$ cat config.mk
export PLATFORM = sky130hd
export DESIGN_NAME = ifu_fetch
export DESIGN_NICKNAME = d
export VERILOG_FILES = /design/src/rtl/ifu_fetch_pkg.sv /design/src/rtl/ifu_queue.sv /design/src/rtl/ifu_fetch.sv
export SDC_FILE = /design/constraint.sdc
export NUM_CORES = 1
export LEC_CHECK = 0
export ABC_AREA = 1
export CORE_UTILIZATION = 50
export CTS_BUF_LIST = sky130_fd_sc_hd__clkbuf_16
export CTS_CLUSTER_SIZE = 30
export DETAILED_ROUTE_END_ITERATION = 16
export HOLD_SLACK_MARGIN = 0.05
export PLACE_DENSITY = 0.71
export SLEW_MARGIN = 10
export SYNTH_ARGS = -nofsm -noshare
export SYNTH_HDL_FRONTEND = slang
export SYNTH_SLANG_ARGS = --single-unit
$ cat constraint.sdc
create_clock -name clock -period 3.9 [get_ports clock]
set_input_delay 0.585 -clock clock [delete_from_list [all_inputs] [get_ports clock]]
set_output_delay 0.585 -clock clock [all_outputs]
set_load 0.005 [all_outputs]
$ cat src/rtl/ifu_fetch_pkg.sv
// ============================================================================
// ifu_fetch_pkg : shared decode opcodes and fetch FSM state encoding
// Rev 1.0
// ============================================================================
`default_nettype none

package ifu_fetch_pkg;

  localparam logic [4:0] OP_JAL    = 5'b11011;
  localparam logic [4:0] OP_BRANCH = 5'b11000;

  typedef enum logic [1:0] {
    IDLE      = 2'd0,
    WAIT_REQ  = 2'd1,
    WAIT_RESP = 2'd2
  } ifu_state_t;

endpackage

`default_nettype wire

$ cat src/rtl/ifu_queue.sv
// ============================================================================
// ifu_queue : synchronous FIFO of {pc, inst} entries between imem and decode
// Rev 1.0
// ============================================================================
`default_nettype none

module ifu_queue #(
  parameter int QDEPTH = 2
) (
  input  logic                      clock,
  input  logic                      reset,
  input  logic                      push,
  input  logic [63:0]               push_data,
  input  logic                      pop,
  input  logic                      clear,
  output logic [63:0]               head,
  output logic [$clog2(QDEPTH):0]   count,
  output logic                      empty,
  output logic                      full
);

  localparam int AW = $clog2(QDEPTH);
  localparam logic [AW:0] FULL_CNT = (AW+1)'(QDEPTH);

  logic [63:0]   mem [QDEPTH];
  logic [AW-1:0] wr_ptr;
  logic [AW-1:0] rd_ptr;
  logic          do_push;
  logic          do_pop;

  assign empty   = (count == '0);
  assign full    = (count == FULL_CNT);
  assign head    = mem[rd_ptr];
  assign do_pop  = pop & ~empty;
  assign do_push = push & (~full | do_pop);

  always_ff @(posedge clock or negedge reset) begin
    if (!reset) begin
      wr_ptr <= '0;
      rd_ptr <= '0;
      count  <= '0;
      for (int i = 0; i < QDEPTH; i++) mem[i] <= '0;
    end else if (clear) begin
      wr_ptr <= '0;
      rd_ptr <= '0;
      count  <= '0;
    end else begin
      if (do_push) begin
        mem[wr_ptr] <= push_data;
        wr_ptr      <= wr_ptr + 1'b1;
      end
      if (do_pop) rd_ptr <= rd_ptr + 1'b1;
      count <= count + {{AW{1'b0}}, do_push} - {{AW{1'b0}}, do_pop};
    end
  end

endmodule

`default_nettype wire

$ cat src/rtl/ifu_fetch.sv
// ============================================================================
// ifu_fetch : fetch PC, single-outstanding imem requests, static prediction
// Rev 1.0
// ============================================================================
`default_nettype none

module ifu_fetch
  import ifu_fetch_pkg::*;
#(
  parameter logic [31:0] RESET_PC = 32'h3000_0000,
  parameter int          QDEPTH   = 2
) (
  input  logic        clock,
  input  logic        reset,
  input  logic        flush,
  input  logic [31:0] flush_dnpc,
  input  logic        jump_flush,
  input  logic [31:0] jump_dnpc,
  output logic        req_valid,
  input  logic        req_ready,
  output logic [31:0] req_addr,
  input  logic        resp_valid,
  input  logic [31:0] resp_data,
  output logic        out_valid,
  input  logic        out_ready,
  output logic [31:0] out_pc,
  output logic [31:0] out_inst
);

  localparam int CW = $clog2(QDEPTH) + 1;
  localparam logic [CW-1:0] QDEPTH_CNT = CW'(QDEPTH);

  ifu_state_t    state;
  logic [31:0]   pc;
  logic [31:0]   addr_q;
  logic          drop;
  logic [CW-1:0] count;
  logic          empty;
  logic          full;
  logic [63:0]   head;
  logic          redir;
  logic [31:0]   target;
  logic          issue;
  logic          push;
  logic [31:0]   imm_j;
  logic [31:0]   imm_b;
  logic [31:0]   next_pc;

  assign redir  = flush | jump_flush;
  assign target = flush ? flush_dnpc : jump_dnpc;

  // Gated by reset so no request is visible while the block is held in reset.
  assign issue     = reset & (state == IDLE) & ~full & (count < QDEPTH_CNT) & ~redir;
  assign req_valid = issue | (state == WAIT_REQ);
  assign req_addr  = (state == IDLE) ? {pc[31:2], 2'b00} : addr_q;

  assign push      = (state == WAIT_RESP) & resp_valid & ~drop;
  assign out_valid = ~empty & ~flush & ~jump_flush;
  assign out_pc    = head[63:32];
  assign out_inst  = head[31:0];

  always_comb begin
    imm_j   = {{12{resp_data[31]}}, resp_data[19:12], resp_data[20], resp_data[30:21], 1'b0};
    imm_b   = {{20{resp_data[31]}}, resp_data[7], resp_data[30:25], resp_data[11:8], 1'b0};
    next_pc = pc + 32'd4;
    if (resp_data[6:2] == OP_JAL)
      next_pc = pc + imm_j;
    else if (resp_data[6:2] == OP_BRANCH && resp_data[31])
      next_pc = pc + imm_b;
  end

  always_ff @(posedge clock or negedge reset) begin
    if (!reset) begin
      state  <= IDLE;
      pc     <= RESET_PC;
      addr_q <= RESET_PC;
      drop   <= 1'b0;
    end else begin
      case (state)
        IDLE: begin
          if (issue) begin
            addr_q <= {pc[31:2], 2'b00};
            state  <= req_ready ? WAIT_RESP : WAIT_REQ;
          end
        end
        WAIT_REQ: begin
          if (req_ready) state <= WAIT_RESP;
          if (redir)     drop  <= 1'b1;
        end
        WAIT_RESP: begin
          if (resp_valid) begin
            drop  <= 1'b0;
            state <= IDLE;
            if (!drop && !redir) pc <= next_pc;
          end else if (redir) begin
            drop <= 1'b1;
          end
        end
        default: state <= IDLE;
      endcase
      // A redirect overrides any prediction update from this cycle.
      if (redir) pc <= target;
    end
  end

  ifu_queue #(
    .QDEPTH (QDEPTH)
  ) u_queue (
    .clock     (clock),
    .reset     (reset),
    .push      (push),
    .push_data ({pc, resp_data}),
    .pop       (out_valid & out_ready),
    .clear     (redir),
    .head      (head),
    .count     (count),
    .empty     (empty),
    .full      (full)
  );

endmodule

`default_nettype wire
==> out/results.tsv, run 1 <==
stage	metric	value	unit
floorplanning	die_height	168.9	microns
finish	utilization	62.33	%
sta	final-hold-violation-count	0	
sta	fmax	295.8	MHz
finish	fillers	2577	
synthesis	simple_gate_fraction_of_synth_area	29.68	%
clock_network	cts_max_path_buffers	2	
synthesis	number_of_enable_flip_flop_cells_after_synthesis	0	
critical_path	worstPathArrival	2800	ps
critical_path	crit_path_end_kind	output port	
placed_design	place_inst	2538	
floorplanning	die-width	168.9	microns
drt	first_pass_iters	8	
sta	final_period_minus_worst_setup_slack	3381	ps
sta	post-route-period-util	86.69	%
grt	global_route.overflow_total	0	
finish	drive_gt1_share	7.097	%
placed_design	dpl.hpwl	36480	microns
power_and_ir_drop	total_leakage_power	8.377	nW
floorplanning	core_area	0.02710	sq mm
sta	rsz_0062_raised_after_global_routing	no	
drt	via_per_inst	5.542	
synthesis	post_synth_xor_area_fraction	1.635	%
synthesis	netlist-cell-type-count	53	
grt	grt_first_pass_wirelength	75550	microns
grt	grt_start_max_net_pins	158	
clock_network	post_cts.repair.setup_buffers	0	
clock_network	cts_root_buffer	clkbuf_16	
sta	timing_worst_slew_pin_value	1233	ps
sta	slew_viol_final	0	
placed_design	port_buffers	198	
drt	detailedRoute.firstIterationViolations	1439	
floorplanning	io_pins	201	
clock_network	post_cts.resized_instances	0	
placed_design	place.gp.congestion	1.004	
drt	route.detailed.drc	0	
sta	setup-violations-final	0	
power_and_ir_drop	powerDensity	512.8	mW/mm^2
sta	relSlewSlack	17.69	%
synthesis	synth.yosys.warnings	0	
clock_network	cts.sink_count	197	
synthesis	synth_compound_gate_area_share	13.84	%
synthesis	synth-adder-area-share	4.690	%
synthesis	synthCells	2021	
power_and_ir_drop	post-layout-total-power	8.661	mW
floorplanning	num_rows	60	
critical_path	timing.critical_path.slowest_stage_cell	clkdlybuf4s50_1	
clock_network	htree_levels	4	
clock_network	clk_latency	450	ps
synthesis	yosys_register_bits	197	
drt	wire_length_per_cell	18.93	microns
drt	vias	14250	
critical_path	criticalPathCategory	reg2out	
outcome	status	finished clean	
drt	antenna_left	0	
grt	grt_pass1_vias	13570	
min_path	min-delay-path-class	in2async	
finish	final_cells	2571	
power_and_ir_drop	vdd.ir_drop.worst	304.0	uV
synthesis	yosys-top-cells-area	dfrtp_1 (35%), nand2_1 (18%), o21ai_0 (8.5%)	
synthesis	netlist.top_cell.by_area	dfrtp_1	
finish	nNetsFinal	2339	
grt	grt_util_all_layers	34.44	%
finish	postLayoutCellArea	0.01689	sq mm
clock_network	cts-hold-fix-buffers	0	
critical_path	slowest_delay	600	ps
synthesis	post_synth_instance_area	0.01393	sq mm
synthesis	synth_mux_area_share	5.175	%
drt	route.final.wire_length	48660	microns
grt	grt_antenna_before_repair	0	
synthesis	postSynthAreaPerCell	6.891	sq um
floorplanning	initial_utilization	51.39	%
synthesis	synth_seq_area_share	35.44	%
sta	finClkSkew	12.87	ps
critical_path	cp_max_fo	49	
critical_path	crit_path_cell_trace	inv_1, ha_1, clkinv_1, buf_12, o21ai_0, clkdlybuf4s50_1	
synthesis	postSynth.asyncResetShare	100.0	%
synthesis	yosys_most_used_dff	dfrtp_1	
floorplanning	fp.dieArea	0.02852	sq mm
clock_network	tritoncts	yes	
critical_path	crit_required	3310	ps
synthesis	synth_top_family_by_area	simple AND/OR/NAND/NOR gates	
clock_network	cts_inserted_buffers	17	
synthesis	synthDominantCellAreaShare	34.68	%
finish	areaGrowthSynthToFinish	21.29	%
placed_design	placement.cell_area	0.01626	sq mm
clock_network	worst_setup_hold_path_clk_slew	90	ps
sta	setup-tns-final	0	ps
critical_path	kind_of_start_point_of_the_critical_path	register	
flow_run	cap_violations	0	
worst paths after layout:
kind / from / end / slack (ps) / depth (start not counted)
setup / recovery: state[1]$_DFFE_PN0P_ / req_addr[31] / 520 / 6
hold / removal: reset / u_queue.mem[8]$_DFFE_PN0P_ / 50 / 1
setup reg to reg: pc[1]$_DFFE_PN0P_ / pc[19]$_DFFE_PN0P_ / 930 / 18
hold reg to reg: u_queue.mem[95]$_DFFE_PN0P_ / u_queue.mem[95]$_DFFE_PN0P_ / 490 / 2
max in group asynchronous: reset / u_queue.rd_ptr$_DFFE_PN0P_ / 2620 / 2
min in group clock: u_queue.mem[95]$_DFFE_PN0P_ / u_queue.mem[95]$_DFFE_PN0P_ / 490 / 2
synthesized netlist by cell type, drive strengths merged, types with 2 or more instances:
cell      n
nand2   664
o21ai   255
inv     251
dfrtp   193
nor2    131
nand3   129
a21oi    70
mux2     64
ha       49
clkbuf   40
buf      34
nor3     27
o22ai    25
xor2     21
nand4    19
or2       7
xnor2     5
a31oi     4
dfstp     4
nand3b    4
a221oi    3
o21bai    3
a22oi     2
clkinv    2
fa        2
nor3b     2
o211ai    2
layout by cell type (no fill, tap or decap), drive strengths merged, types with 3 or more instances in the layout:
cell type / synthesis / layout
clkbuf: 40 / 18
ha: 49 / 49
o21bai: 3 / 3
a31oi: 4 / 4
clkdlybuf4s50: 0 / 197
nand3: 129 / 129
nand4: 19 / 19
nand3b: 4 / 4
a21oi: 70 / 70
buf: 34 / 21
xor2: 21 / 21
clkinv: 2 / 7
dfrtp: 193 / 193
or2: 7 / 7
nor3: 27 / 27
nor2: 131 / 131
nand2: 664 / 664
dfstp: 4 / 4
o21ai: 255 / 255
a221oi: 3 / 3
o22ai: 25 / 25
inv: 251 / 260
mux2: 64 / 64
xnor2: 5 / 5
report_power, final:
group / switching (mW) / internal (mW) / leakage [nW]
logic: 1.98 / 1.83 / 5.48
registers: 0.351 / 2.55 / 2.59
clock network: 1.01 / 0.941 / 0.307
total: 3.33 / 5.33 / 8.38
metrics by stage:
step           hold WS [ps]  worst slack [ps]
6_report              48.36             519.2
5_1_grt               66.59             388.9
4_1_cts               61.44             533.4
3_5_place_dp          467.5             382.0
3_3_place_gp          460.1             400.8
2_1_floorplan         289.4              1521
layer usage:
metal	up-vias	track usage, %	wire length, microns
met5	-	0	0
met4	0	11.07	1399
met3	88	4.957	3683
met2	620	57.42	22670
met1	6662	46.00	20910
li1	6878	-	-
area by class of cell:
type,instances,area [sq um],share of cell area [%]
Clock inverter,15,200.2,1.185
Multi-Input combinational cell,1497,7691,45.53
Clock buffer,17,425.4,2.519
Tap cell,372,465.4,2.756
Timing Repair Buffer,219,2218,13.13
Antenna cell,1,2.502,0.01481
Sequential cell,197,4936,29.22
Inverter,253,952.2,5.637
flip-flops by register name, indices dropped and copies added (netlist names):
name	cells
u_queue.mem	128
pc	32
addr_q	30
state	2
u_queue.count	2
drop	1
u_queue.rd_ptr	1
u_queue.wr_ptr	1
cells by family after synthesis:
kind of cell             after synthesis
buffers and inverters                328
XOR/XNOR                              26
adder cells (fa/ha/maj)               51
flip-flops                           197
AND/OR/NAND/NOR                      985
AO/OA/AOI/OAI                        369
other                                  1
multiplexers                          64
critical path, delay by kind of cell (launching register included):
family / cells / cell delay (ps)
AOI/OAI and AO/OA: 1 / 340
adders and majority gates: 1 / 250
buffers and inverters: 4 / 1320
DFF: 1 / 390
(Power assumes the default switching activity.)
==> inputs of run 2 (changes only) <==
CTS_CLUSTER_SIZE = 10   (was 30)
==> results of run 2 <==
No change in the layout: final DEF, timing and power equal those of run 1.
